### src/rtl/bcd_counter_chain.sv
// bcd_counter_chain: multi-digit BCD event counter with ripple-carry between
// decades, count enable, synchronous clear, a snapshot register loaded by
// latch, and a sticky overflow flag.
// Optional feature: define BCD_COUNTER_UPDOWN_EN to add the dn input
// (BCD down-count with borrow propagation).
module bcd_counter_chain #(
  parameter  int NUM_DIGITS = 4,
  localparam int W          = 4 * NUM_DIGITS
) (
  input  logic         clk,
  input  logic         reset,
  input  logic         en,
  input  logic         clr,
  input  logic         latch,
`ifdef BCD_COUNTER_UPDOWN_EN
  input  logic         dn,
`endif
  output logic [W-1:0] count,
  output logic         carry,
  output logic         overflow,
  output logic [W-1:0] count_q,
  output logic         ovf_q,
  output logic         q_valid
);

  // Count direction: 1 = decrement. It is tied low in the up-only build.
  logic down_w;
`ifdef BCD_COUNTER_UPDOWN_EN
  assign down_w = dn;
`else
  assign down_w = 1'b0;
`endif

  // Live state and snapshot state
  logic [W-1:0] cnt_q;
  logic [W-1:0] cnt_d;
  logic         ovf_live_q;
  logic         ovf_live_d;
  logic [W-1:0] snap_cnt_q;
  logic         snap_ovf_q;
  logic         q_valid_q;

  // Per-digit classification:
  // - is_term marks the digit that rolls over on an up-count (>= 9, so that
  //   the illegal codes 10..15 also roll over).
  // - is_nine and is_zero are strict and drive the external carry.
  logic [NUM_DIGITS-1:0] is_term;
  logic [NUM_DIGITS-1:0] is_nine;
  logic [NUM_DIGITS-1:0] is_zero;

  // chain[k] = every digit below k is at its rollover value in the
  // current direction. chain[0] is always 1.
  logic [NUM_DIGITS:0]   chain;

  logic step;
  logic wrap;

  assign step = en & ~clr;

  genvar gi;
  generate
    for (gi = 0; gi < NUM_DIGITS; gi++) begin : g_digit
      logic [3:0] dig;
      logic [3:0] nxt;

      assign dig         = cnt_q[4*gi +: 4];
      assign is_term[gi] = (dig >= 4'd9);
      assign is_nine[gi] = (dig == 4'd9);
      assign is_zero[gi] = (dig == 4'd0);

      // Next value of this decade. An illegal code snaps back to a legal
      // one on the next step in either direction.
      always_comb begin
        nxt = dig;
        if (clr) begin
          nxt = 4'd0;
        end else if (en && chain[gi]) begin
          if (down_w) begin
            if (is_zero[gi])       nxt = 4'd9;
            else if (dig > 4'd9)   nxt = 4'd9;
            else                   nxt = dig - 4'd1;
          end else begin
            if (is_term[gi])       nxt = 4'd0;
            else                   nxt = dig + 4'd1;
          end
        end
      end

      assign cnt_d[4*gi +: 4] = nxt;
    end
  endgenerate

  // Ripple-carry / ripple-borrow chain between the decades
  always_comb begin
    chain    = '0;
    chain[0] = 1'b1;
    for (int k = 0; k < NUM_DIGITS; k++) begin
      chain[k+1] = chain[k] & (down_w ? is_zero[k] : is_term[k]);
    end
  end

  // A full-range wrap happens when the step ripples through every digit
  assign wrap = step & chain[NUM_DIGITS];

  // Sticky overflow. Clear has priority over a simultaneous wrap.
  always_comb begin
    ovf_live_d = ovf_live_q;
    if (clr)       ovf_live_d = 1'b0;
    else if (wrap) ovf_live_d = 1'b1;
  end

  // Live counter and overflow registers
  always_ff @(posedge clk or negedge reset) begin
    if (!reset) begin
      cnt_q      <= '0;
      ovf_live_q <= 1'b0;
    end else begin
      cnt_q      <= cnt_d;
      ovf_live_q <= ovf_live_d;
    end
  end

  // Snapshot of the pre-edge count and overflow. q_valid follows latch by one cycle.
  always_ff @(posedge clk or negedge reset) begin
    if (!reset) begin
      snap_cnt_q <= '0;
      snap_ovf_q <= 1'b0;
      q_valid_q  <= 1'b0;
    end else begin
      q_valid_q <= latch;
      if (latch) begin
        snap_cnt_q <= cnt_q;
        snap_ovf_q <= ovf_live_q;
      end
    end
  end

  assign count    = cnt_q;
  assign overflow = ovf_live_q;
  assign count_q  = snap_cnt_q;
  assign ovf_q    = snap_ovf_q;
  assign q_valid  = q_valid_q;
  assign carry    = en & (down_w ? (&is_zero) : (&is_nine));

endmodule

### config.mk
export PLATFORM = sky130hd
export DESIGN_NAME = bcd_counter_chain
export DESIGN_NICKNAME = d
export VERILOG_FILES = /design/src/rtl/bcd_counter_chain.sv
export SDC_FILE = /design/constraint.sdc
export NUM_CORES = 1
export LEC_CHECK = 0
export ABC_AREA = 0
export CORE_ASPECT_RATIO = 1.75
export CORE_MARGIN = 3
export CORE_UTILIZATION = 40
export DETAILED_ROUTE_END_ITERATION = 10
export PLACE_DENSITY_LB_ADDON = 0.05
export SLEW_MARGIN = 20
export SYNTH_ARGS = -nofsm -noshare
export SYNTH_HDL_FRONTEND = slang
export SYNTH_SLANG_ARGS = --single-unit
### constraint.sdc
create_clock -name clk -period 2.5 [get_ports clk]
set_input_delay 0.25 -clock clk [delete_from_list [all_inputs] [get_ports clk]]
set_output_delay 0.25 -clock clk [all_outputs]
set_load 0.01 [all_outputs]
=== Word level (Yosys, flattened, before mapping) ===
Cells that the tools add are included.
Widths: inputs -> output; s select.

* Bits in registers: 35
* Output and inout bits: 36
* Word-level logic and storage cells: 50
* Bits of input ports: 5

* Equality and inequality tests: 4
* Bitwise operators: 7
* Mux-type cells: 14
* Reduce and logical (&&, ||, !) cells: 9
* Add/subtract/negate cells: 4
* Order comparisons: 4

{| class="wikitable"
|+ Operators by type and width
! operator !! number
|-
| $mux 4 || 12
|-
| $add 4x1->4 const B || 4
|-
| $eq 4x4->1 const B || 4
|-
| $ge 4x4->1 const B || 4
|-
| $reduce_bool 2->1 || 5
|-
| $and 1x1->1 || 6
|-
| $reduce_and 4->1 || 1
|-
| $logic_and 1x1->1 || 3
|-
| $mux 1 || 2
|-
| $not 1->1 || 1
|}

=== Depth between registers and ports, before layout ===
Gate-level depths: netlist of run 1.

* Depth after elaboration: 7
* Mapped depth: 6
* Depth with buffers taken out: 6

=== Worst setup path before layout of run 1 ===
OpenSTA, ideal clock, no wires.

* Path type: register to register
* Start point: reg cnt_q[0], in the netlist count[0]
* End point: reg cnt_q[14], in the netlist count[14]
* Path slack: 0.471 ns
* Setup time: 0.127 ns
* Required time: 2.373 ns
* Arrival time: 1.902 ns
* Period minus slack after synthesis: 2.029 ns
* Buffers on the path: 0
* Stages on the path, launching flop included: 7
* Cells stage by stage: dfrtp_1 > inv_1 > ha_1 > or3b_2 > a41oi_1 > or2_2 > a221o_2

* Word-level cells in the longest chain between the ends: 5

{| class="wikitable"
|+ RTL lines
! what !! line !! RTL
|-
| from (decl) || 35 || <nowiki>logic [W-1:0] cnt_q;</nowiki>
|-
| from (signal assigned) || 118 || <nowiki>cnt_q <= cnt_d;</nowiki>
|-
| $ge 4x4->1 || 67 || <nowiki>assign is_term[gi] = (dig >= 4'd9);</nowiki>
|-
| $and 1x1->1 (2 in a row) || 98 || <nowiki>chain[k+1] = chain[k] & (down_w ? is_zero[k] : is_term[k]);</nowiki>
|-
| $logic_and 1x1->1 || 77 || <nowiki>end else if (en && chain[gi]) begin</nowiki>
|-
| $reduce_bool 2->1 (no source line) || -- ||
|}

Every way passes these cells.
A chain may end at the register's enable or synchronous reset.

=== Worst setup path after layout of run 1 ===
* Start point: reg cnt_q[9], in the netlist count[9]
* End point: out carry

* Word-level cells in the longest chain between the ends: 3

{| class="wikitable"
|+ RTL lines
! what !! line !! RTL
|-
| $eq 4x4->1 || 68 || <nowiki>assign is_nine[gi] = (dig == 4'd9);</nowiki>
|-
| $reduce_and 4->1 || 143 || <nowiki>assign carry = en & (down_w ? (&is_zero) : (&is_nine));</nowiki>
|-
| $and 1x1->1 || 143 ||
|-
| to (decl) || 19 || <nowiki>output logic carry,</nowiki>
|}

Every way passes these cells.

==> results.tsv, run 1 <==
stage	metric	value	unit
power	peakVddDrop	0.377	mV
clocking	clock_sinks	35	
clocking	cts_made_buffers	5	
setup_path	worst-setup-path-type	register to primary output	
synth	yosys_warnings	0	
sta	clock.fmax	464	MHz
place	port_buffers	40	
setup_path	worst_setup_path_start_kind	register	
clocking	clk_pin_slew_worst_paths	0.07	ns
layout	antennaDiodeCount	0	
route	vias_per_cell	5.29	
clocking	htree_levels	2	
floorplanning	rows	31	
layout	layout-drive-gt1-share	19.8	%
route	dr_total_vias	1302	
setup_path	critPathMaxStageDelay	0.42	ns
place	gp_congestion	0.818	
synth	ys.flop_type	dfrtp_1	
power	power_frac_comb	13.2	%
setup_path	path_max_fanout	5	
sta	finalHoldViolations	0	
global_route	first_global_vias	1357	
layout	nets	213	
synth	synth_enable_flop_cells	0	
synth	synthArstFlopShare	100	%
min_path	hold_class	input port to async pin	
synth	ys_seq_area_share	50.7	%
sta	worst_slew_pin_slew	0.775	ns
place	dp_hpwl	2680	um
layout	final_util	55.4	%
setup_path	endpoint_kind	primary output	
sta	fin_crit_sh	86.2	%
sta	finalSetupViolCount	0	
setup_path	path_buf_inv	2	
synth	ys_ff_latch	35	
sta	fin_skew	0.00555	ns
global_route	grt_overflow	0	
layout	synthToLayoutAreaGrowth	32.9	%
power	power_frac_seq	50.5	%
clocking	ctsHoldBuffers	0	
synth	synth_area_leaders	dfrtp_1 51%, mux2_2 12%, ha_1 8.7%	
sta	whs	0.0500	ns
flow_run	drv_cap	0	
synth	synthCells	149	
setup_path	crit_arrival	1.90	ns
synth	synthDistinctLibCells	34	
setup_path	path_delay_family	simple AND/OR/NAND/NOR gates	
synth	synth_top_cell_area_share	50.7	%
sta	slew-limit-headroom	48.3	%
synth	syn_avg_cell_area	11.6	um2
power	clock_power_share	36.2	%
clocking	cts_buffer_depth	2	
clocking	cts_tree	built	
sta	setup_tns	0	ns
route	first_pass_iters	4	
setup_path	required	2.25	ns
synth	yosysMostFrequentCell	dfrtp_1	
route	routed_wirelength	3630	um
route	wl_per_cell	14.8	um
power	sw_frac_of_total	23.4	%
sta	finalCriticalPeriod	2.15	ns
floorplanning	start_util	41.6	%
run_status	status	finished, final reports clean	
synth	syn_nets	166	
power	power_density	523	nW/um2
power	p_sw	0.282	mW
global_route	grt_max_degree	36	
power	p_leak	1.02	nW
floorplanning	ios	41	
clocking	postCtsSetupRepairBufs	0	
setup_path	cp_cell_sequence	inv_1 -> ha_1 -> and4bb_2 -> nand3_1 -> nor4_1 -> dlygate4sd2_1	
layout	final.fill_count	378	
route	drt_iter0_markers	16	
sta	rsz0062_at_grt	no	
floorplanning	core-area	4150	um2
setup_path	critPathSlowestCell	dfrtp_1	
power	internal_power	0.920	mW
synth	yosysTopAreaCell	dfrtp_1	
sta	slew_viol_final	0	
route	drc	0	
route	antenna_left	0	
synth	syn_area	1730	um2
floorplanning	die-area	5180	um2
global_route	antenna_found_initial	0	
floorplanning	die_w	55.7	um
clocking	insertion_delay	0.28	ns
synth	synthTopCellsByCount	35 x dfrtp_1, 19 x mux2_2, 12 x ha_1	
floorplanning	fp.dieH	92.9	um
global_route	grt_pass1_wl	6230	um
clocking	cts_root_buf	clkbuf_8	
global_route	track_usage	15.2	%
==> timing repair <==
item	4_1_cts	5_1_grt
resized for setup	1	0
hold endpoints to repair	0	0
endpoints found under the setup margin	1	0
==> path summary, 6_finish.rpt <==
check                      depth (start not counted)  slack, ns     endpoint        start
max in group asynchronous                          1       1.96   count_q[3]        reset
hold / removal                                     1       0.05     count[0]        reset
hold reg to reg                                    1       0.51  count_q[15]  count_q[15]
setup reg to reg                                   6       0.42     count[6]     count[4]
min in group clk                                   1       0.51  count_q[15]  count_q[15]
setup / recovery                                   6       0.35        carry     count[9]
==> cell usage in the layout, fill, tap and decap left out, drive strengths merged, types with 5 or more instances in the layout <==
master / Yosys / final
dfrtp: 35 / 35
ha: 12 / 12
clkbuf: 2 / 8
o21ai: 5 / 5
buf: 2 / 5
nor2: 5 / 5
mux2: 19 / 19
clkdlybuf4s50: 0 / 38
a21oi: 7 / 7
nand2: 9 / 9
nand3: 5 / 5
inv: 11 / 11
==> flip-flops by register name, indices dropped and copies added, names as in the netlist <==
register  count
count_q      16
q_valid       1
ovf_q         1
count        16
overflow      1
==> power by group through the flow <==
stage               clock [mW]  combinational, mW  sequential, mW
global placement             0              0.157           0.616
global route             0.479              0.177           0.611
floorplan                    0             0.0704           0.624
finish                   0.435              0.159           0.607
CTS                      0.458              0.162           0.607
detailed placement           0              0.161           0.618
==> worst reg2reg max path, stage by stage (launching register included) <==
cell and delay, ns:
dfrtp_1 0.44, inv_1 0.11, ha_1 0.17, or3b_2 0.49, a2111oi_2 0.56, nand2_1 0.09
o21ai_0 0.14
==> routing by layer <==
metal / GRT usage [%] / vias up / routed length, um
li1: - / 621 / -
met5: 0 / - / 0
met3: 3.77 / 4 / 156
met4: 5.68 / 0 / 40
met1: 16.4 / 642 / 1410
met2: 27.9 / 35 / 2030
==> logic make-up after synthesis <==
family / share of synthesized area, %
xor+xnor: 1.01
fa+ha+maj: 8.69
buf+inv: 3.33
flops: 50.7
mux: 12.4
compound gates: 9.70
simple gates: 14.2
==> cell type report <==
class / count / area [um2] / area share, %
clock buffer: 8 / 100 / 4.36
inverter: 11 / 41.3 / 1.80
multi-input combinational: 99 / 795 / 34.6
sequential: 35 / 876 / 38.1
tap: 49 / 61.3 / 2.67
timing repair buffer: 44 / 424 / 18.5
==> metrics by stage <==
| stage | cell area [um2] | instances | power (mW) | setup slack (ns) |
|---|---|---|---|---|
| after global routing | 2300 | 246 | 1.27 | 0.177 |
| final | 2300 | 246 | 1.20 | 0.346 |
| after floorplan | 1730 | 149 | 0.695 | 0.471 |
| after global placement | 2200 | 238 | 0.774 | 0.361 |
| after CTS | 2300 | 246 | 1.23 | 0.298 |
| after detailed placement | 2200 | 238 | 0.779 | 0.335 |
Note: power is estimated with default switching activity, not from simulation.
==> run 2, diff against run 1 <==
--- a/config.mk
+++ b/config.mk
@@ -8,7 +8,7 @@
 export ABC_AREA = 0
 export CORE_ASPECT_RATIO = 1.75
 export CORE_MARGIN = 3
-export CORE_UTILIZATION = 40
+export CORE_UTILIZATION = 53
 export DETAILED_ROUTE_END_ITERATION = 10
 export PLACE_DENSITY_LB_ADDON = 0.05
 export SLEW_MARGIN = 20
==> constraint.sdc (replaced) <==
create_clock -name clk -period 2.8 [get_ports clk]
set_input_delay 0.28 -clock clk [delete_from_list [all_inputs] [get_ports clk]]
set_output_delay 0.28 -clock clk [all_outputs]
set_load 0.01 [all_outputs]
==> run 2 against run 1 <==
  * Power rose by 2.2%
  * Clock skew grew 0.0018 ns
  * Sequential share of layout area decreased by 0.19 points
  * Final area grew 0.49%
  * Hold slack gained 0.35 ns
  * Register-to-register slack improved by 0.14 ns
  * Clock-buffer cell count is 3 lower
  * Via count up 2.2%
  * Critical path type unchanged
  * Critical endpoint unchanged
  * Largest power group is now the clock network
==> results.tsv, run 2 (synthesis gave the netlist of run 1 again) <==
stage	metric	value	unit
clocking	clock_sinks	35	
clocking	cts_root_buf	clkbuf_8	
global_route	track_usage	21.4	%
global_route	grt_overflow	0	
route	drc	0	
setup_path	r2r-start	count[5]	
layout	synthToLayoutAreaGrowth	33.6	%
layout	seq_area	876	um2
sta	worst_slew_pin_slew	0.844	ns
clocking	clk_pin_slew_worst_paths	0.07	ns
sta	clock.fmax	397	MHz
clocking	cts_made_buffers	5	
route	dr_total_vias	1331	
route	antenna_left	0	
layout	nets	210	
clocking	ctsHoldBuffers	0	
layout	final.fill_count	223	
route	first_pass_iters	4	
sta	finalCriticalPeriod	2.52	ns
sta	finalSetupViolCount	0	
sta	setup_ws	0.279	ns
clocking	cts_resized	0	
power	sw_frac_of_total	22.6	%
setup_path	worst-setup-path-type	register to primary output	
power	clock_power_share	44.2	%
global_route	grt_max_degree	36	
sta	slew_viol_final	0	
sta	slew-limit-headroom	43.6	%
place	placed_area	2170	um2
sta	fin_skew	0.00738	ns
power	power_density	532	nW/um2
setup_path	required	2.52	ns
sta	setup_tns	0	ns
route	drt_iter0_markers	36	
setup_path	endpoint_kind	primary output	
place	port_buffers	40	
clocking	insertion_delay	0.29	ns
power	p_leak	1.01	nW
sta	fin_crit_sh	90.0	%
place	dp_hpwl	2660	um
layout	fin_area	2310	um2
clocking	postCtsSetupRepairBufs	0	
layout	antennaDiodeCount	0	
route	wl_per_cell	16.1	um
sta	finalHoldViolations	0	
floorplanning	rows	26	
layout	layout-drive-gt1-share	18.6	%
floorplanning	die_w	49.2	um
setup_path	cp-startpoint	count[9]	
global_route	grt_pass1_wl	6490	um
layout	layout_common_cells	40 x clkdlybuf4s50_1, 35 x dfrtp_1, 19 x mux2_2, 12 x ha_1, 11 x inv_1	
route	routed_wirelength	3800	um
layout	final_util	76.3	%
power	power_frac_seq	44.1	%
setup_path	crit_arrival	2.24	ns
floorplanning	ios	41	
flow_run	drv_cap	0	
route	vias_per_cell	5.64	
power	p_sw	0.278	mW
layout	multiInputGateArea	795	um2
sta	rsz0062_at_grt	no	
power	internal_power	0.951	mW
global_route	antenna_found_initial	0	
floorplanning	die-area	4010	um2
layout	final_common_cell	clkdlybuf4s50_1	
global_route	first_global_vias	1413	
setup_path	path_max_fanout	5	
run_status	status	finished, final reports clean	
min_path	hold_class	input port to async pin	
clocking	cts_tree	built	
place	pre_cts_ws	0.487	ns
power	finalPower	1.23	mW
floorplanning	core-area	3030	um2
clocking	cts_buffer_depth	2	
floorplanning	start_util	57.1	%
power	power_frac_comb	11.7	%
setup_path	worst_setup_path_start_kind	register	
clocking	htree_levels	2	
floorplanning	fp.dieH	81.5	um
place	gp_congestion	0.856	
power	peakVddDrop	0.454	mV
-- run 2: cell types whose count changed in the layout (fill, tap and decap cells not counted), moves of 2 or more --
cell	before	now
buf_4	4	1
bufinv_16	0	2
clkbuf_8	7	5
clkdlybuf4s50_1	38	40
-- run 2: area by class of cell --
| cell class | instances | area share [%] |
|---|---|---|
| Clock buffer | 5 | 2.98 |
| Clock inverter | 3 | 2.93 |
| Inverter | 11 | 1.79 |
| Multi-Input combinational cell | 99 | 34.4 |
| Sequential cell | 35 | 37.9 |
| Tap cell | 42 | 2.28 |
| Timing Repair Buffer | 41 | 17.7 |
-- run 2: layer usage --
layer	wire, um	vias to the layer above	part of all wire [%]	global-route usage (%)
li1	-	615	-	-
met1	1430	653	38	23.0
met5	0	-	0	0
met2	2050	47	54	37.1
met3	183	16	4.8	5.08
met4	133	0	3.5	14.2
-- run 2: final timing paths --
path / slack, ns / cells past startpoint / to
max: 0.28 / 6 / carry
min reg2reg: 0.51 / 1 / count_q[15]
max reg2reg: 0.56 / 6 / count[15]
min: 0.40 / 2 / count[10]
min in group clk: 0.51 / 1 / count_q[15]
max in group asynchronous: 2.08 / 2 / count[8]
-- run 2: power groups by stage --
stage          logic [mW]  registers (mW)  clock network, mW
6_report            0.143           0.542              0.543
3_5_place_dp        0.141           0.552                  0
2_1_floorplan      0.0628           0.557                  0
3_3_place_gp        0.136           0.550                  0
5_1_grt             0.159           0.545              0.573
4_1_cts             0.144           0.542              0.553
-- run 2: per-stage QoR --
stage	hold WS, ns	cells
detailed placement	0.494	228
global route	0.445	236
finish	0.402	236
CTS	0.414	236
floorplan	-0.0156	149
global placement	0.489	228
-- run 2: worst max-delay path, stage by stage, from the launching register on --
cell,delay [ns]
dfrtp_1,0.43
inv_1,0.12
ha_1,0.21
and4bb_2,0.23
nand3_1,0.07
nor4_1,0.30
clkdlybuf4s50_1,0.59
==> run 3, diff against run 2 <==
--- a/config.mk
+++ b/config.mk
@@ -8,10 +8,11 @@
 export ABC_AREA = 0
 export CORE_ASPECT_RATIO = 1.75
 export CORE_MARGIN = 3
-export CORE_UTILIZATION = 53
+export CORE_UTILIZATION = 49
 export DETAILED_ROUTE_END_ITERATION = 10
 export PLACE_DENSITY_LB_ADDON = 0.05
 export SLEW_MARGIN = 20
 export SYNTH_ARGS = -nofsm -noshare
 export SYNTH_HDL_FRONTEND = slang
 export SYNTH_SLANG_ARGS = --single-unit
+export TNS_END_PERCENT = 1
==> constraint.sdc (replaced) <==
create_clock -name clk -period 2.72 [get_ports clk]
set_input_delay 0.272 -clock clk [delete_from_list [all_inputs] [get_ports clk]]
set_output_delay 0.272 -clock clk [all_outputs]
set_load 0.01 [all_outputs]
==> run 3 against run 2 <==
  * Register-to-register slack lost 0.03 ns
  * Worst setup slack got worse by 0.085 ns
  * Power is 14% lower
  * Largest cell class unchanged
  * Largest power group is now sequential cells
==> results.tsv, run 3 (synthesis gave the netlist of run 1 again) <==
stage	metric	value	unit
global_route	grtUsageMet1	22.0	%
clocking	cts_made_buffers	5	
floorplanning	start_util	52.7	%
sta	setup_tns	0	ns
power	power_frac_comb	13.8	%
route	routed_wirelength	3760	um
floorplanning	die_w	50.9	um
power	power_frac_seq	52.8	%
clocking	htree_levels	2	
setup_path	required	2.45	ns
power	power_density	467	nW/um2
floorplanning	ios	41	
sta	whs	0.406	ns
setup_path	worst-setup-path-type	register to primary output	
setup_path	endpoint_kind	primary output	
power	finalPower	1.06	mW
global_route	grt_max_degree	36	
global_route	track_usage	20.1	%
clocking	cts_root_buf	clkbuf_8	
layout	antennaDiodeCount	0	
sta	slew-limit-headroom	46.2	%
clocking	cts_buffer_depth	2	
floorplanning	die-area	4300	um2
route	vias_per_cell	5.53	
route	drc	0	
sta	finalHoldViolations	0	
sta	clock.fmax	396	MHz
route	wl_per_cell	15.8	um
floorplanning	fp.dieH	84.6	um
route	antenna_left	0	
clocking	cts_tree	built	
layout	synthToLayoutAreaGrowth	30.9	%
sta	fin_crit_sh	92.9	%
power	peakVddDrop	0.545	mV
flow_run	drv_cap	0	
setup_path	worst_setup_path_start_kind	register	
floorplanning	rows	27	
global_route	met3_usage	3.37	%
clocking	clock_sinks	35	
clocking	clk_pin_slew_worst_paths	0.07	ns
clocking	ctsHoldBuffers	0	
sta	rsz0062_at_grt	no	
run_status	status	finished, final reports clean	
global_route	gr-usage-met2	35.8	%
power	p_leak	0.996	nW
global_route	antenna_found_initial	0	
place	pre_cts_ws	0.395	ns
layout	layout-drive-gt1-share	17.9	%
setup_path	crit_arrival	2.25	ns
power	sw_frac_of_total	24.9	%
place	port_buffers	40	
layout	final_common_cell	clkdlybuf4s50_1	
layout	nets	211	
sta	slew_viol_final	0	
sta	fin_skew	0.00558	ns
layout	final.fill_count	267	
power	p_sw	0.263	mW
sta	finalSetupViolCount	0	
sta	finalCriticalPeriod	2.53	ns
route	first_pass_iters	4	
route	drt_iter0_markers	30	
power	clock_power_share	33.4	%
layout	fin_cells	238	
place	placedCellCount	230	
min_path	hold_class	input port to async pin	
route	dr_total_vias	1315	
power	internal_power	0.793	mW
clocking	insertion_delay	0.28	ns
global_route	first_global_vias	1431	
place	dp_hpwl	2880	um
clocking	postCtsSetupRepairBufs	0	
floorplanning	core-area	3280	um2
global_route	grt_pass1_wl	6580	um
global_route	grt_overflow	0	
layout	layout_common_cells	40 x clkdlybuf4s50_1, 35 x dfrtp_1, 19 x mux2_2, 12 x ha_1, 11 x inv_1	
place	gp_congestion	0.886	
global_route	busiest_layer	met2	
sta	setup_ws	0.194	ns
setup_path	path_max_fanout	5	
clocking	cts_resized	0	
sta	worst_slew_pin_slew	0.805	ns
[run 3: cell count changes in the layout (fill, tap and decap cells not counted), sizes merged]
cell / before / now
buf: 1 / 2
clkinvlp: 1 / 0
clkinv: 0 / 1
bufinv: 2 / 0
clkbuf: 5 / 7
[run 3: area by class of cell]
| class | instances | area, um2 | share of cell area [%] |
|---|---|---|---|
| clock buffer | 7 | 76.3 | 3.37 |
| timing repair buffer | 42 | 415 | 18.4 |
| multi-input combinational | 99 | 795 | 35.1 |
| inverter | 11 | 41.3 | 1.83 |
| clock inverter | 1 | 5.00 | 0.221 |
| tap | 43 | 53.8 | 2.38 |
| sequential | 35 | 876 | 38.7 |
[run 3: critical path, stage by stage, from the launching register on]
cell and delay [ns]:
dfrtp_1 0.42, inv_1 0.12, ha_1 0.20, and4bb_2 0.23, nand3_1 0.07, nor4_1 0.33, clkdlybuf4s50_1 0.60
[run 3: worst paths after layout]
check | endpoint | start | cells after the start | slack [ns]
setup / recovery | carry | count[9] | 6 | 0.19
min in group clk | count_q[1] | count_q[1] | 1 | 0.51
setup reg to reg | count[15] | count[1] | 6 | 0.53
hold reg to reg | count_q[1] | count_q[1] | 1 | 0.51
max in group asynchronous | count_q[7] | reset | 2 | 2.00
hold / removal | count[0] | reset | 2 | 0.41
[run 3: through the flow]
stage,cell area (um2),utilization (%)
floorplan,1730,-
global placement,2180,66.6
detailed placement,2180,66.6
CTS,2260,69.0
global route,2260,69.0
finish,2260,69.0
[run 3: power by group through the flow]
| stage | Sequential [mW] | Combinational, mW | Clock, mW |
|---|---|---|---|
| after floorplan | 0.574 | 0.0647 | 0 |
| after global placement | 0.567 | 0.141 | 0 |
| after detailed placement | 0.568 | 0.147 | 0 |
| after CTS | 0.558 | 0.148 | 0.363 |
| after global routing | 0.562 | 0.159 | 0.386 |
| final | 0.558 | 0.146 | 0.353 |
[run 3: layer usage]
metal  part of all wire [%]  routed length, um
met5                      0                  0
met4                    2.8                106
met3                    3.6                136
met2                     55               2070
met1                     38               1440
